<file path="config.mk">
export PLATFORM = sky130hd
export DESIGN_NAME = pwm_meter_flat
export DESIGN_NICKNAME = d
export VERILOG_FILES = /design/src/rtl/pwm_meter_if.sv /design/src/rtl/pwm_meter.sv /design/src/flat_wrapper.sv
export SDC_FILE = /design/constraint.sdc
export NUM_CORES = 1
export LEC_CHECK = 0
export BUFFER_PORTS_ARGS = -buffer_cell sky130_fd_sc_hd__buf_2
export CAP_MARGIN = 10
export CORE_MARGIN = 1.5
export CORE_UTILIZATION = 60
export DETAILED_ROUTE_END_ITERATION = 10
export MAX_ROUTING_LAYER = met4
export PLACE_DENSITY = 0.84
export SLEW_MARGIN = 20
export SYNTH_ARGS = -nofsm -noshare
export SYNTH_HDL_FRONTEND = slang
export SYNTH_SLANG_ARGS = --single-unit
</file>
<file path="constraint.sdc">
create_clock -name clk -period 6.1 [get_ports clk]
set_input_delay 0.305 -clock clk [delete_from_list [all_inputs] [get_ports clk]]
set_output_delay 0.305 -clock clk [all_outputs]
set_load 0.03 [all_outputs]
</file>
<file path="src/rtl/pwm_meter_if.sv">
// PWM meter bus: the measured input and every measurement result.
// master = meter side, slave = consumer side.
interface pwm_meter_if #(
  parameter int W = 16
);
  logic         pwm_in;
  logic [W-1:0] period;
  logic [W-1:0] high_time;
  logic         valid;
  logic         timeout;
  logic         level;
  logic [7:0]   duty;
  logic         duty_valid;

  modport master (
    input  pwm_in,
    output period, high_time, valid, timeout, level, duty, duty_valid
  );

  modport slave (
    output pwm_in,
    input  period, high_time, valid, timeout, level, duty, duty_valid
  );
endinterface

</file>
<file path="src/rtl/pwm_meter.sv">
// Measures period and high time of an asynchronous PWM input in clk cycles.
// Define PWM_METER_DUTY_EN to build in the sequential duty-cycle divider.
module pwm_meter #(
  parameter int W           = 16,
  parameter int SYNC_STAGES = 2
) (
  input  logic        clk,
  input  logic        rst,
  pwm_meter_if.master bus
);
  localparam logic [W-1:0] CNT_MAX = '1;
  localparam logic [W-1:0] CNT_ONE = W'(1);

  typedef enum logic {ARM, MEASURE} state_t;

  state_t                 state, state_next;
  logic [SYNC_STAGES-1:0] sync_q;
  logic                   level_d;
  logic                   level;
  logic                   rise;
  logic [W-1:0]           period_cnt, period_cnt_next;
  logic [W-1:0]           high_cnt, high_cnt_next;
  logic                   latch, set_timeout;
  logic [W-1:0]           period_q, high_q;
  logic                   latch_q, valid_q, timeout_q;

  assign level = sync_q[SYNC_STAGES-1];
  assign rise  = level & ~level_d;

  // NOTE: sequential state uses non-blocking assignments so every flop samples pre-edge values.
  always_ff @(posedge clk or posedge rst) begin
    if (rst) begin
      sync_q  <= '0;
      level_d <= 1'b0;
    end else begin
      sync_q  <= {sync_q[SYNC_STAGES-2:0], bus.pwm_in};
      level_d <= level;
    end
  end

  // NOTE: every always_comb output is defaulted first so no path can infer a latch.
  always_comb begin
    state_next      = state;
    period_cnt_next = period_cnt;
    high_cnt_next   = high_cnt;
    latch           = 1'b0;
    set_timeout     = 1'b0;
    case (state)
      ARM: begin
        period_cnt_next = '0;
        high_cnt_next   = '0;
        if (rise) begin
          state_next      = MEASURE;
          period_cnt_next = CNT_ONE;
          high_cnt_next   = CNT_ONE;
        end
      end
      MEASURE: begin
        // An edge arriving on the limit cycle wins over the timeout.
        if (rise) begin
          latch           = 1'b1;
          period_cnt_next = CNT_ONE;
          high_cnt_next   = CNT_ONE;
        end else if (period_cnt == CNT_MAX) begin
          set_timeout     = 1'b1;
          state_next      = ARM;
          period_cnt_next = '0;
          high_cnt_next   = '0;
        end else begin
          period_cnt_next = period_cnt + CNT_ONE;
          high_cnt_next   = high_cnt + {{(W-1){1'b0}}, level};
        end
      end
      default: state_next = ARM;
    endcase
  end

  always_ff @(posedge clk or posedge rst) begin
    if (rst) begin
      state      <= ARM;
      period_cnt <= '0;
      high_cnt   <= '0;
      period_q   <= '0;
      high_q     <= '0;
      latch_q    <= 1'b0;
      valid_q    <= 1'b0;
      timeout_q  <= 1'b0;
    end else begin
      state      <= state_next;
      period_cnt <= period_cnt_next;
      high_cnt   <= high_cnt_next;
      latch_q    <= latch;
      valid_q    <= latch_q;
      if (latch) begin
        period_q <= period_cnt;
        high_q   <= high_cnt;
      end
      if (set_timeout)
        timeout_q <= 1'b1;
      else if (latch)
        timeout_q <= 1'b0;
    end
  end

  assign bus.period    = period_q;
  assign bus.high_time = high_q;
  assign bus.valid     = valid_q;
  assign bus.timeout   = timeout_q;
  assign bus.level     = level;

`ifdef PWM_METER_DUTY_EN
  logic [W:0]   rem;
  logic [W-1:0] rem_trial;
  logic         q_bit;
  logic [8:0]   quo_next;
  logic [7:0]   quo;
  logic [3:0]   steps;
  logic [7:0]   duty_q;
  logic         duty_valid_q;

  always_comb begin
    q_bit     = rem >= {1'b0, period_q};
    rem_trial = q_bit ? W'(rem - {1'b0, period_q}) : rem[W-1:0];
    quo_next  = {quo, q_bit};
  end

  // Restoring division of high_time*256 by period, quotient MSB (weight 256) first.
  always_ff @(posedge clk or posedge rst) begin
    if (rst) begin
      rem          <= '0;
      quo          <= '0;
      steps        <= '0;
      duty_q       <= '0;
      duty_valid_q <= 1'b0;
    end else begin
      duty_valid_q <= 1'b0;
      if (latch_q) begin
        rem   <= {1'b0, high_q};
        quo   <= '0;
        steps <= 4'd9;
      end else if (steps != 4'd0) begin
        rem   <= {rem_trial, 1'b0};
        quo   <= quo_next[7:0];
        steps <= steps - 4'd1;
        if (steps == 4'd1) begin
          duty_q       <= quo_next[8] ? 8'hFF : quo_next[7:0];
          duty_valid_q <= 1'b1;
        end
      end
    end
  end

  assign bus.duty       = duty_q;
  assign bus.duty_valid = duty_valid_q;
`else
  assign bus.duty       = 8'h00;
  assign bus.duty_valid = 1'b0;
`endif
endmodule

</file>
<file path="src/flat_wrapper.sv">
// flat-port wrapper written by rule: the top's interface ports become plain ports
module pwm_meter_flat 
#(
  parameter int W           = 16,
  parameter int SYNC_STAGES = 2
)
  (clk, rst, bus_pwm_in, bus_period, bus_high_time, bus_valid, bus_timeout, bus_level, bus_duty, bus_duty_valid);
  pwm_meter_if #(.W(W)) bus_i ();
  input  logic clk;
  input  logic rst;
  input wire logic [$bits(bus_i.pwm_in)-1:0] bus_pwm_in;
  output wire logic [$bits(bus_i.period)-1:0] bus_period;
  output wire logic [$bits(bus_i.high_time)-1:0] bus_high_time;
  output wire logic [$bits(bus_i.valid)-1:0] bus_valid;
  output wire logic [$bits(bus_i.timeout)-1:0] bus_timeout;
  output wire logic [$bits(bus_i.level)-1:0] bus_level;
  output wire logic [$bits(bus_i.duty)-1:0] bus_duty;
  output wire logic [$bits(bus_i.duty_valid)-1:0] bus_duty_valid;
  assign bus_i.pwm_in = bus_pwm_in;
  assign bus_period = bus_i.period;
  assign bus_high_time = bus_i.high_time;
  assign bus_valid = bus_i.valid;
  assign bus_timeout = bus_i.timeout;
  assign bus_level = bus_i.level;
  assign bus_duty = bus_i.duty;
  assign bus_duty_valid = bus_i.duty_valid;
  pwm_meter #(.W(W), .SYNC_STAGES(SYNC_STAGES)) u_core (.clk(clk), .rst(rst), .bus(bus_i));
endmodule
</file>
==> results of run 1 <==
==> kinds of logic (layout without fill, tap and decap cells) <==
kind of cell               count (synthesis)  in the layout  synth area share (%)
other                                      1              9                0.1227
DFF                                       71             71                 58.15
adders and majority gates                  3              3                 1.229
AOI/OAI and AO/OA                         10             10                 2.293
and+or+nand+nor                          171            171                 24.61
buffers and inverters                     29             61                 5.569
xor gates and xnor gates                  28             28                 8.026
==> how the worst max path moves through the flow <==
stage                              start                      end  slack [ps]  depth (start not counted)
CTS                 u_core.period_cnt[0]     u_core.period_cnt[8]        3920                          5
floorplan                            rst  u_core.bus.high_time[0]        4000                          1
finish              u_core.period_cnt[0]     u_core.period_cnt[8]        3930                          5
global route        u_core.period_cnt[0]     u_core.period_cnt[8]        3680                          5
detailed placement  u_core.period_cnt[0]     u_core.period_cnt[8]        3970                          5
global placement    u_core.period_cnt[0]    u_core.period_cnt[11]        4060                          5
==> cell usage after synthesis <==
cell      number  area [µm²]
a21oi_1        1       5.000
and4_1         3       26.28
buf_2          4       20.02
buf_4          9       67.56
buf_6          3       33.78
clkbuf_1       3       11.26
conb_1         1       3.750
dfrtp_1       71        1777
ha_1           3       37.54
inv_1          9       33.78
inv_2          1       3.750
nand2_1      100       375.4
nand2b_1       1       6.260
nand3_1        9       45.04
nand4_1        6       37.54
nand4_2        2       25.02
nor2_1        32       120.1
nor2_2         1       6.260
nor3_1         6       30.03
nor4_1         4       25.02
o211ai_4       1       21.27
o21ai_0        7       35.03
o31a_1         1       8.760
or2_1          1       6.260
or2_2          2       12.51
or3_1          1       6.260
or3_4          1       11.26
or3b_2         1       8.760
or4b_1         1       10.01
xnor2_1       15       131.4
xor2_1        13       113.9
==> stage by stage <==
| step | cells | setup slack [ps] | area (µm²) |
|---|---|---|---|
| finish | 420 | 3926 | 3400 |
| global route | 420 | 3675 | 3400 |
| CTS | 420 | 3919 | 3400 |
| detailed placement | 407 | 3966 | 3229 |
| global placement | 407 | 4056 | 3229 |
| floorplan | 321 | 3998 | 3085 |
==> area by class of cell <==
type / instances / area share (%)
Multi-Input combinational cell: 221 / 33.49
Clock inverter: 1 / 0.1472
Clock buffer: 12 / 4.858
Inverter: 10 / 1.104
Tap cell: 67 / 2.466
Sequential cell: 71 / 52.26
Timing Repair Buffer: 38 / 5.668
==> power by group through the flow <==
stage               clock network, mW  registers (mW)  logic (mW)
floorplan                           0           0.586      0.0774
global placement                    0           0.552       0.138
detailed placement                  0           0.554       0.142
CTS                             0.337           0.545       0.143
global route                    0.360           0.552       0.157
finish                          0.328           0.546       0.141
==> routing by layer <==
| metal | share of wire (%) | vias up | track usage, % | wire, µm |
|---|---|---|---|---|
| li1 | - | 1057 | - | - |
| met1 | 46 | 1071 | 32.67 | 2533 |
| met2 | 46 | 60 | 33.23 | 2516 |
| met3 | 4.9 | 15 | 5.149 | 267 |
| met4 | 2.6 | 0 | 12.12 | 141 |
| met5 | 0 | - | - | 0 |
==> sequential cells by signal (all words and copies together) (netlist names) <==
register	flops
u_core.bus.high_time	16
u_core.state	1
u_core.bus.period	16
u_core.level_d	1
u_core.high_cnt	16
u_core.bus.valid	1
u_core.latch_q	1
u_core.bus.timeout	1
u_core.sync_q	2
u_core.period_cnt	16
==> metrics, run 1 <==
status completed; die width around 74 µm; vias in the first global route between 1500 and 2000; Max Cap Viol 0; highest ir drop seen on vdd ~180 µV; Post-DRT Antenna Nets 0; combinational power share around 14%; # nets final 357; setup violators final 0; CTS Buf Count 9; critical-path cell with the highest stage delay o211ai_4; routability congestion estimate around 0.82; final number of hold-violating endpoints 0; CTS Buffer Depth 2; post-cts sizing count 0; H-tree depth 3; Synth Warn # 0; Power Internal 0.7246 mW; Top-Level Pins 47; layout cells sized above 1 17.28%; global-route wire length before repair 9.170 mm; Post-CTS Setup Bufs 0; DRC 0; FP Rows 25; worst reg-to-reg path cell count 5; CTS tree built; hold depth 1; Worst Max-Slew Pin Slew 846.5 ps; Seq/Total Area, Yosys about three fifths; commonest non-fill, non-tap cell in the layout nand2_1; Die Y 74.36 µm; Hold Crit Endpoint u_core.sync_q[0]; slew margin rel. between 40% and 50%; cell family with most CP delay simple AND/OR/NAND/NOR gates; FF-to-FF End u_core.period_cnt[8]; Final Cycle Share between 30% and 40%; die area 5529 µm²; antenna violations before repair 0; gr usage total between 20% and 30%; sequential cell area 1777 µm²; number of synthesized register bits between 70 and 80; Sw Share 28.59%; via/cell ratio 5.245; GRT Residual Overflow 0; crit-path max FO 30; Slew Limit Fails 0; FF-to-FF Start u_core.period_cnt[0]; clk_lat worst skew 340 ps; drt pass-1 iters 4; total number of vias 2203; dpl hpwl 3.525 mm; Util after Layout 70.57%; Pleak 1.784 nW; drt wl/cell around 13 µm; Sequential Power Share 53.8%; Worst Hold Class in2reg; crit path kind reg2reg; CP Buf/Inv Count 0; largest net degree at the start of global routing 72; CP arrival 2360 ps; clock net sink count between 70 and 80; Clock Skews about 5.2 ps; hold path startpoint bus_pwm_in; post-layout min period ~2200 ps; initial drt markers 164; CP Capture Type flip-flop; RSZ-0062 raised after global routing false; Mapped Cells 313; Yosys cell types 31; CTS hold repair buffers 0; DRT Wirelength approximately 5.5 mm; crit-path max cell delay 700 ps; most frequent cells in the layout nand2_1 (100), dfrtp_1 (71), buf_2 (37); core box area ~4800 µm²; clk root buf clkbuf_8; worst-path cell chain ha_1 > nand3_1 > or2_1 > o211ai_4 > nor2_1; P per Cell Area 298.5 nW/µm²; Syn Area/Cell 9.762 µm²; FF-to-FF setup slack 3930 ps; IO buf count 37; Max Clk Rate 0.4600 GHz; Initial Util 63.43%; Clk pwr share 32.3%; WP data required 6290 ps; WHS between 70 and 80 ps; P_sw 0.2901 mW; area occupied by multi-input gates 1139 µm²; critical path startpoint category flip-flop; antenna cell count 0; Post-Syn Area 3055 µm²; clock-pin slew on the worst setup and hold paths around 70 ps; total power 1.015 mW; fill count 363; Area growth, synth to finish 11.26%; setup TNS 0 ps
Note: power is estimated with default switching activity, not from simulation.
==> run 2: changes to the inputs <==
Settings changed: ABC_AREA set to 1, CORE_UTILIZATION 60 to 56, PLACE_DENSITY 0.84 to 0.78.
Clock period 6.1 ns to 2.1 ns, I/O delays scaled along.
==> run 2 against run 1 <==
Combinational power rose to 3.2 times the previous value. Setup slack worse by 3500 ps. Via count up 8.7%. Die area up 12%. Maximum frequency up 32%. Sequential cell count unchanged. Total power rose to 3.3 times the previous value. Area after synthesis up 4.8%. Critical path depth up 3. First-iteration DRC count down 11%. Clock-buffer cell count down 1. Final cell count up 18%.
==> metrics, run 2 <==
Post-Syn Area 3203 µm² (was 3055 µm²); worst reg-to-reg path cell count 8 (was 5); routability congestion estimate 0.8152 (was 0.8172); CTS Buf Count 9 (unchanged); CTS tree built (unchanged); highest ir drop seen on vdd 611.3 µV (was 178.9 µV); setup TNS 0 ps (unchanged); setup ws final 451.8 ps (was 3926 ps); cell family with most CP delay simple AND/OR/NAND/NOR gates (unchanged); commonest non-fill, non-tap cell in the layout nand2_1 (unchanged); Syn Area/Cell 8.542 µm² (was 9.762 µm²); critical-path cell with the highest stage delay dfrtp_1 (was o211ai_4); Post-CTS Setup Bufs 0 (unchanged); count leader, synth nand2_1 (unchanged); die width 78.63 µm (was 74.36 µm); fin cells 495 (was 420); drt pass-1 iters 4 (unchanged); Worst Max-Slew Pin Slew 524.7 ps (was 846.5 ps); Clock Skews 6.074 ps (was 5.215 ps); critical path startpoint category flip-flop (unchanged); critical path depth 8 (was 5); CTS Buffer Depth 2 (unchanged); CP Buf/Inv Count 1 (was 0); Worst Hold Class reg2reg (was in2reg); # nets final 424 (was 357); Seq/Total Area, Yosys 55.47% (was 58.15%); drt wl/cell 12.05 µm (was 13.00 µm); Post-synth top flop dfrtp_1 (unchanged); slew margin rel. 64.80% (was 43.56%); crit-path max cell delay 420 ps (was 700 ps); global-route wire length before repair 10.11 mm (was 9.170 mm); gr usage total 22.04% (was 23.71%); Final Cycle Share 78.49% (was 35.64%); setup violators final 0 (unchanged); total number of vias 2395 (was 2203); Yosys cell types 26 (was 31); crit-path max FO 16 (was 30); layout cells sized above 1 17.49% (was 17.28%); antenna cell count 0 (unchanged); final number of hold-violating endpoints 0 (unchanged); largest area contributor in the netlist dfrtp_1 (unchanged); ys async rst share 100.0% (unchanged); worst-path cell chain ha_1 > nand2_1 > nor2_2 > nand2_4 > nor2_4 > nor2_4 > inv_4 > nor2_1 (was ha_1 > nand3_1 > or2_1 > o211ai_4 > nor2_1); Post-synth EDFFs 0 (unchanged); initial drt markers 146 (was 164); hold depth 0 (was 1); clk root buf clkbuf_8 (unchanged); GRT Residual Overflow 0 (unchanged); CP Capture Type flip-flop (unchanged); via/cell ratio 4.838 (was 5.245); status completed (unchanged); DRT Wirelength 5.965 mm (was 5.459 mm); Top-Level Pins 47 (unchanged); post-cts sizing count 0 (unchanged); Most common cell on crit path nor2_4; H-tree depth 3 (unchanged); Die Y 78.63 µm (was 74.36 µm); Max Clk Rate 0.6067 GHz (was 0.4600 GHz); Mapped Cells 375 (was 313); Placement Setup Slack 467.3 ps (was 3966 ps); dpl hpwl 3.900 mm (was 3.525 mm); sequential cell area 1777 µm² (unchanged); CP arrival 1930 ps (was 2360 ps); WHS 353.3 ps (was 72.38 ps); Slew Limit Fails 0 (unchanged); area occupied by multi-input gates 1207 µm² (was 1139 µm²); DRC 0 (unchanged); post-layout min period 1648 ps (was 2174 ps); WP data required 2380 ps (was 6290 ps); synth top area cells dfrtp_1 (55%), nand2_1 (15%), nor2_1 (6.1%), inv_1 (3.5%), xor2_1 (3.0%) (was dfrtp_1 (58%), nand2_1 (12%), xnor2_1 (4.3%), nor2_1 (3.9%), xor2_1 (3.7%)); number of synthesized register bits 71 (unchanged); P per Cell Area 921.1 nW/µm² (was 298.5 nW/µm²); most frequent cells in the layout nand2_1 (127), dfrtp_1 (71), nor2_1 (52) (was nand2_1 (100), dfrtp_1 (71), buf_2 (37)); die area 6183 µm² (was 5529 µm²); top cell type's share of synthesized area 55.47% (was 58.15%); clk_lat worst skew 350 ps (was 340 ps); RSZ-0062 raised after global routing false (unchanged); total power 3.394 mW (was 1.015 mW); Post-DRT Antenna Nets 0 (unchanged); synth cell count leaders nand2_1 (127), dfrtp_1 (71), nor2_1 (52), inv_1 (30), o21ai_0 (19) (was nand2_1 (100), dfrtp_1 (71), nor2_1 (32), xnor2_1 (15), xor2_1 (13)); IO buf count 37 (unchanged); dpl cells 477 (was 407); crit path kind reg2reg (unchanged); clock-pin slew on the worst setup and hold paths 70 ps (about the same); Area growth, synth to finish 15.04% (was 11.26%); antenna violations before repair 0 (unchanged); largest net degree at the start of global routing 72 (unchanged); Pleak 1.917 nW (was 1.784 nW); core box area 5507 µm² (was 4817 µm²); Max Cap Viol 0 (unchanged); clock net sink count 71 (unchanged); CTS hold repair buffers 2 (was 0); Synth Warn # 0 (unchanged); FP Rows 27 (was 25); fill count 459 (was 363); vias in the first global route 2186 (was 1933); Initial Util 58.17% (was 63.43%)
[run 2: cell types whose count changed after synthesis, sizes merged, moves of 4 or more]
cell   previous run  this run
nor2             33        67
o21ai             7        19
nor3              6         0
inv              10        31
xnor2            15         3
nand4             8         1
nand2           100       129
nand3             9        13
nor4              4         0
[run 2: kinds of logic after synthesis]
| group | share of synthesized area, % |
|---|---|
| AND/OR/NAND/NOR | 27.54 |
| adder cells (fa/ha/maj) | 1.172 |
| XOR/XNOR | 3.828 |
| buffers and inverters | 7.773 |
| flip-flops | 55.47 |
| other | 0.1171 |
| AO/OA/AOI/OAI | 4.101 |
[run 2: layout make-up]
class | instances | area share, %
Clock inverter | 5 | 2.818
Inverter | 32 | 3.328
Clock buffer | 11 | 4.109
Sequential cell | 71 | 48.22
Timing Repair Buffer | 41 | 6.316
Tap cell | 72 | 2.445
Multi-Input combinational cell | 263 | 32.77
[run 2: worst paths after layout]
| kind | from | end | slack, ps |
|---|---|---|---|
| setup / recovery | u_core.period_cnt[0] | u_core.period_cnt[3] | 450 |
| hold / removal | u_core.sync_q[0] | u_core.sync_q[1] | 350 |
| setup reg to reg | u_core.period_cnt[0] | u_core.period_cnt[3] | 450 |
| hold reg to reg | u_core.sync_q[0] | u_core.sync_q[1] | 350 |
| max in group asynchronous | rst | u_core.bus.high_time[9] | 1440 |
| min in group asynchronous | rst | u_core.bus.period[1] | 360 |
[run 2: stage by stage]
stage,area [µm²],util (%)
after detailed placement,3410,61.92
after CTS,3685,66.92
after global placement,3410,61.92
after floorplan,3233,-
after global routing,3685,66.92
final,3685,66.92
[run 2: power by group]
| part | total [mW] | switching, mW | internal [mW] | leakage, nW |
|---|---|---|---|---|
| Clock | 1.37 | 0.516 | 0.854 | 0.130 |
| Sequential | 1.57 | 0.0937 | 1.48 | 0.958 |
| Combinational | 0.451 | 0.308 | 0.143 | 0.830 |
| Total | 3.39 | 0.919 | 2.48 | 1.92 |
[run 2: metal layers]
layer	routed length [µm]	track usage (%)
met4	134	9.464
met3	254	5.814
met5	0	-
met2	2949	33.79
met1	2627	27.72
==> run 3: changes to the inputs <==
Clock period 2.1 ns to 1.65 ns, I/O delays scaled along.
==> run 3 against run 2 <==
Critical path depth decreased by 2. Final area about the same. Routed wire length increased by 0.20%. Largest cell class unchanged.
==> metrics, run 3 (synthesis results as in run 2) <==
clock-pin slew on the worst setup and hold paths 70 ps (about the same); die width 78.63 µm (unchanged); global-route wire length before repair 10.53 mm (was 10.11 mm); placed instance area 3448 µm² (was 3410 µm²); Post-DRT Antenna Nets 0 (unchanged); setup violators final 0 (unchanged); worst setup path end u_core.period_cnt[0] (was u_core.period_cnt[3]); CP Capture Type flip-flop (unchanged); crit path from u_core.period_cnt[0] (unchanged); crit-path max cell delay 390 ps (was 420 ps); core box area 5507 µm² (unchanged); dpl hpwl 4.199 mm (was 3.900 mm); Placement Setup Slack -30.56 ps (was 467.3 ps); Area growth, synth to finish 15.12% (was 15.04%); initial drt markers 188 (was 146); critical path startpoint category flip-flop (unchanged); GRT Residual Overflow 0 (unchanged); IO buf count 37 (unchanged); clk_lat worst skew 350 ps (about the same); commonest non-fill, non-tap cell in the layout nand2_1 (unchanged); H-tree depth 3 (unchanged); DRC 0 (unchanged); routability congestion estimate 0.8268 (was 0.8152); FF-to-FF End u_core.period_cnt[0] (was u_core.period_cnt[3]); clk root buf clkbuf_8 (unchanged); Top-Level Pins 47 (unchanged); die area 6183 µm² (unchanged); total number of vias 2361 (was 2395); crit-path max FO 4 (was 16); FF-to-FF setup slack 90 ps (was 450 ps); # nets final 431 (was 424); Slew Limit Fails 0 (unchanged); Final Cycle Share 94.46% (was 78.49%); total power 3.866 mW (was 3.394 mW); CTS Buffer Depth 2 (unchanged); Finished Cell Area 3687 µm² (was 3685 µm²); WHS 349.7 ps (was 353.3 ps); Max Clk Rate 0.6416 GHz (was 0.6067 GHz); Worst Hold Class reg2reg (unchanged); gr usage total 22.93% (was 22.04%); dpl cells 480 (was 477); fin cells 501 (was 495); P per Cell Area 1048 nW/µm² (was 921.1 nW/µm²); DRT Wirelength 5.977 mm (was 5.965 mm); setup ws final 91.43 ps (was 451.8 ps); post-layout min period 1559 ps (was 1648 ps); FP Rows 27 (unchanged); most frequent cells in the layout nand2_1 (127), dfrtp_1 (71), nor2_1 (51) (was nand2_1 (127), dfrtp_1 (71), nor2_1 (52)); largest net degree at the start of global routing 72 (unchanged); Clock Skews 7.063 ps (was 6.074 ps); Max Cap Viol 0 (unchanged); drt pass-1 iters 4 (unchanged); Pleak 1.910 nW (was 1.917 nW); drt wl/cell 11.93 µm (was 12.05 µm); critical-path cell with the highest stage delay dfrtp_1 (unchanged); crit path kind reg2reg (unchanged); status completed (unchanged); WP data required 1860 ps (was 2380 ps); CTS tree built (unchanged); vias in the first global route 2375 (was 2186); via/cell ratio 4.713 (was 4.838); highest ir drop seen on vdd 772.8 µV (was 611.3 µV); CP arrival 1770 ps (was 1930 ps); Initial Util 58.17% (unchanged); layout cells sized above 1 18.18% (was 17.49%); antenna cell count 0 (unchanged); FF-to-FF Start u_core.period_cnt[0] (unchanged); worst-path cell chain ha_1 > nand2_1 > nor2_4 > nand2_4 > o21ai_0 > o21bai_1 (was ha_1 > nand2_1 > nor2_2 > nand2_4 > nor2_4 > nor2_4 > inv_4 > nor2_1); Die Y 78.63 µm (unchanged); CTS Buf Count 9 (unchanged); final number of hold-violating endpoints 0 (unchanged); antenna violations before repair 0 (unchanged); worst reg-to-reg path cell count 6 (was 8); clock net sink count 71 (unchanged)
[run 3: changes by cell type in the layout (fill, tap and decap cells not counted)]
cell        before  now
bufinv_16        3    0
inv_2            1    0
clkbuf_8        11   12
nor2_2          12   11
nor2_1          52   51
clkinv_2         1    0
clkinvlp_4       0    1
clkinv_4         1    0
clkbuf_1         0    3
buf_12           1    2
nor2_4           3    5
buf_4            1    7
[run 3: critical path, delay by kind of cell (launching register included)]
family                   cells  cell delay, ps
AO/OA/AOI/OAI                2             480
adder cells (fa/ha/maj)      1             220
flip-flops                   1             390
AND/OR/NAND/NOR              3             320
[run 3: worst min-delay path by stage]
stage               slack [ps]  depth (start not counted)            from               end
floorplan                  110                          0      bus_pwm_in  u_core.sync_q[0]
global placement           190                          1      bus_pwm_in  u_core.sync_q[0]
detailed placement         190                          1      bus_pwm_in  u_core.sync_q[0]
CTS                        350                          0  u_core.latch_q  u_core.bus.valid
global route               360                          0  u_core.latch_q  u_core.bus.valid
finish                     350                          0  u_core.latch_q  u_core.bus.valid
[run 3: metrics by stage]
step | util, % | setup TNS, ps
after floorplan | - | 0
after global placement | 62.62 | 0
after detailed placement | 62.62 | -104.8
after CTS | 66.46 | 0
after global routing | 66.96 | -1.466
final | 66.96 | 0
[run 3: report_power, final]
part / leakage [nW] / internal [mW] / total [mW] / switching [mW]
Combinational: 0.862 / 0.202 / 0.610 / 0.408
Clock: 0.0898 / 0.664 / 1.26 / 0.596
Sequential: 0.958 / 1.88 / 2.00 / 0.112
Total: 1.91 / 2.75 / 3.87 / 1.12
[run 3: area by class of cell]
class / instances / area (µm²)
Fill cell: 452 / 1819
Sequential cell: 71 / 1777
Clock buffer: 15 / 176.4
Multi-Input combinational cell: 263 / 1220
Tap cell: 72 / 90.09
Timing Repair Buffer: 48 / 297.8
Inverter: 32 / 126.4
[run 3: repair_timing]
item	in CTS	in global routing
hold buffers	2	0
endpoints found under the setup margin	16	31
resized for setup	0	3
setup buffers	2	2
pin swaps	1	0
hold endpoints to repair	72	0
[run 3: layer usage]
layer  part of all wire, %  routed length, µm  GRT usage (%)  vias to the layer above
li1                      -                  -              -                     1224
met1                    45               2661          27.09                     1077
met2                    50               2969          37.76                       47
met3                   3.9                231          4.302                       13
met4                   1.9                114          11.25                        0
met5                     0                  0              -                        -
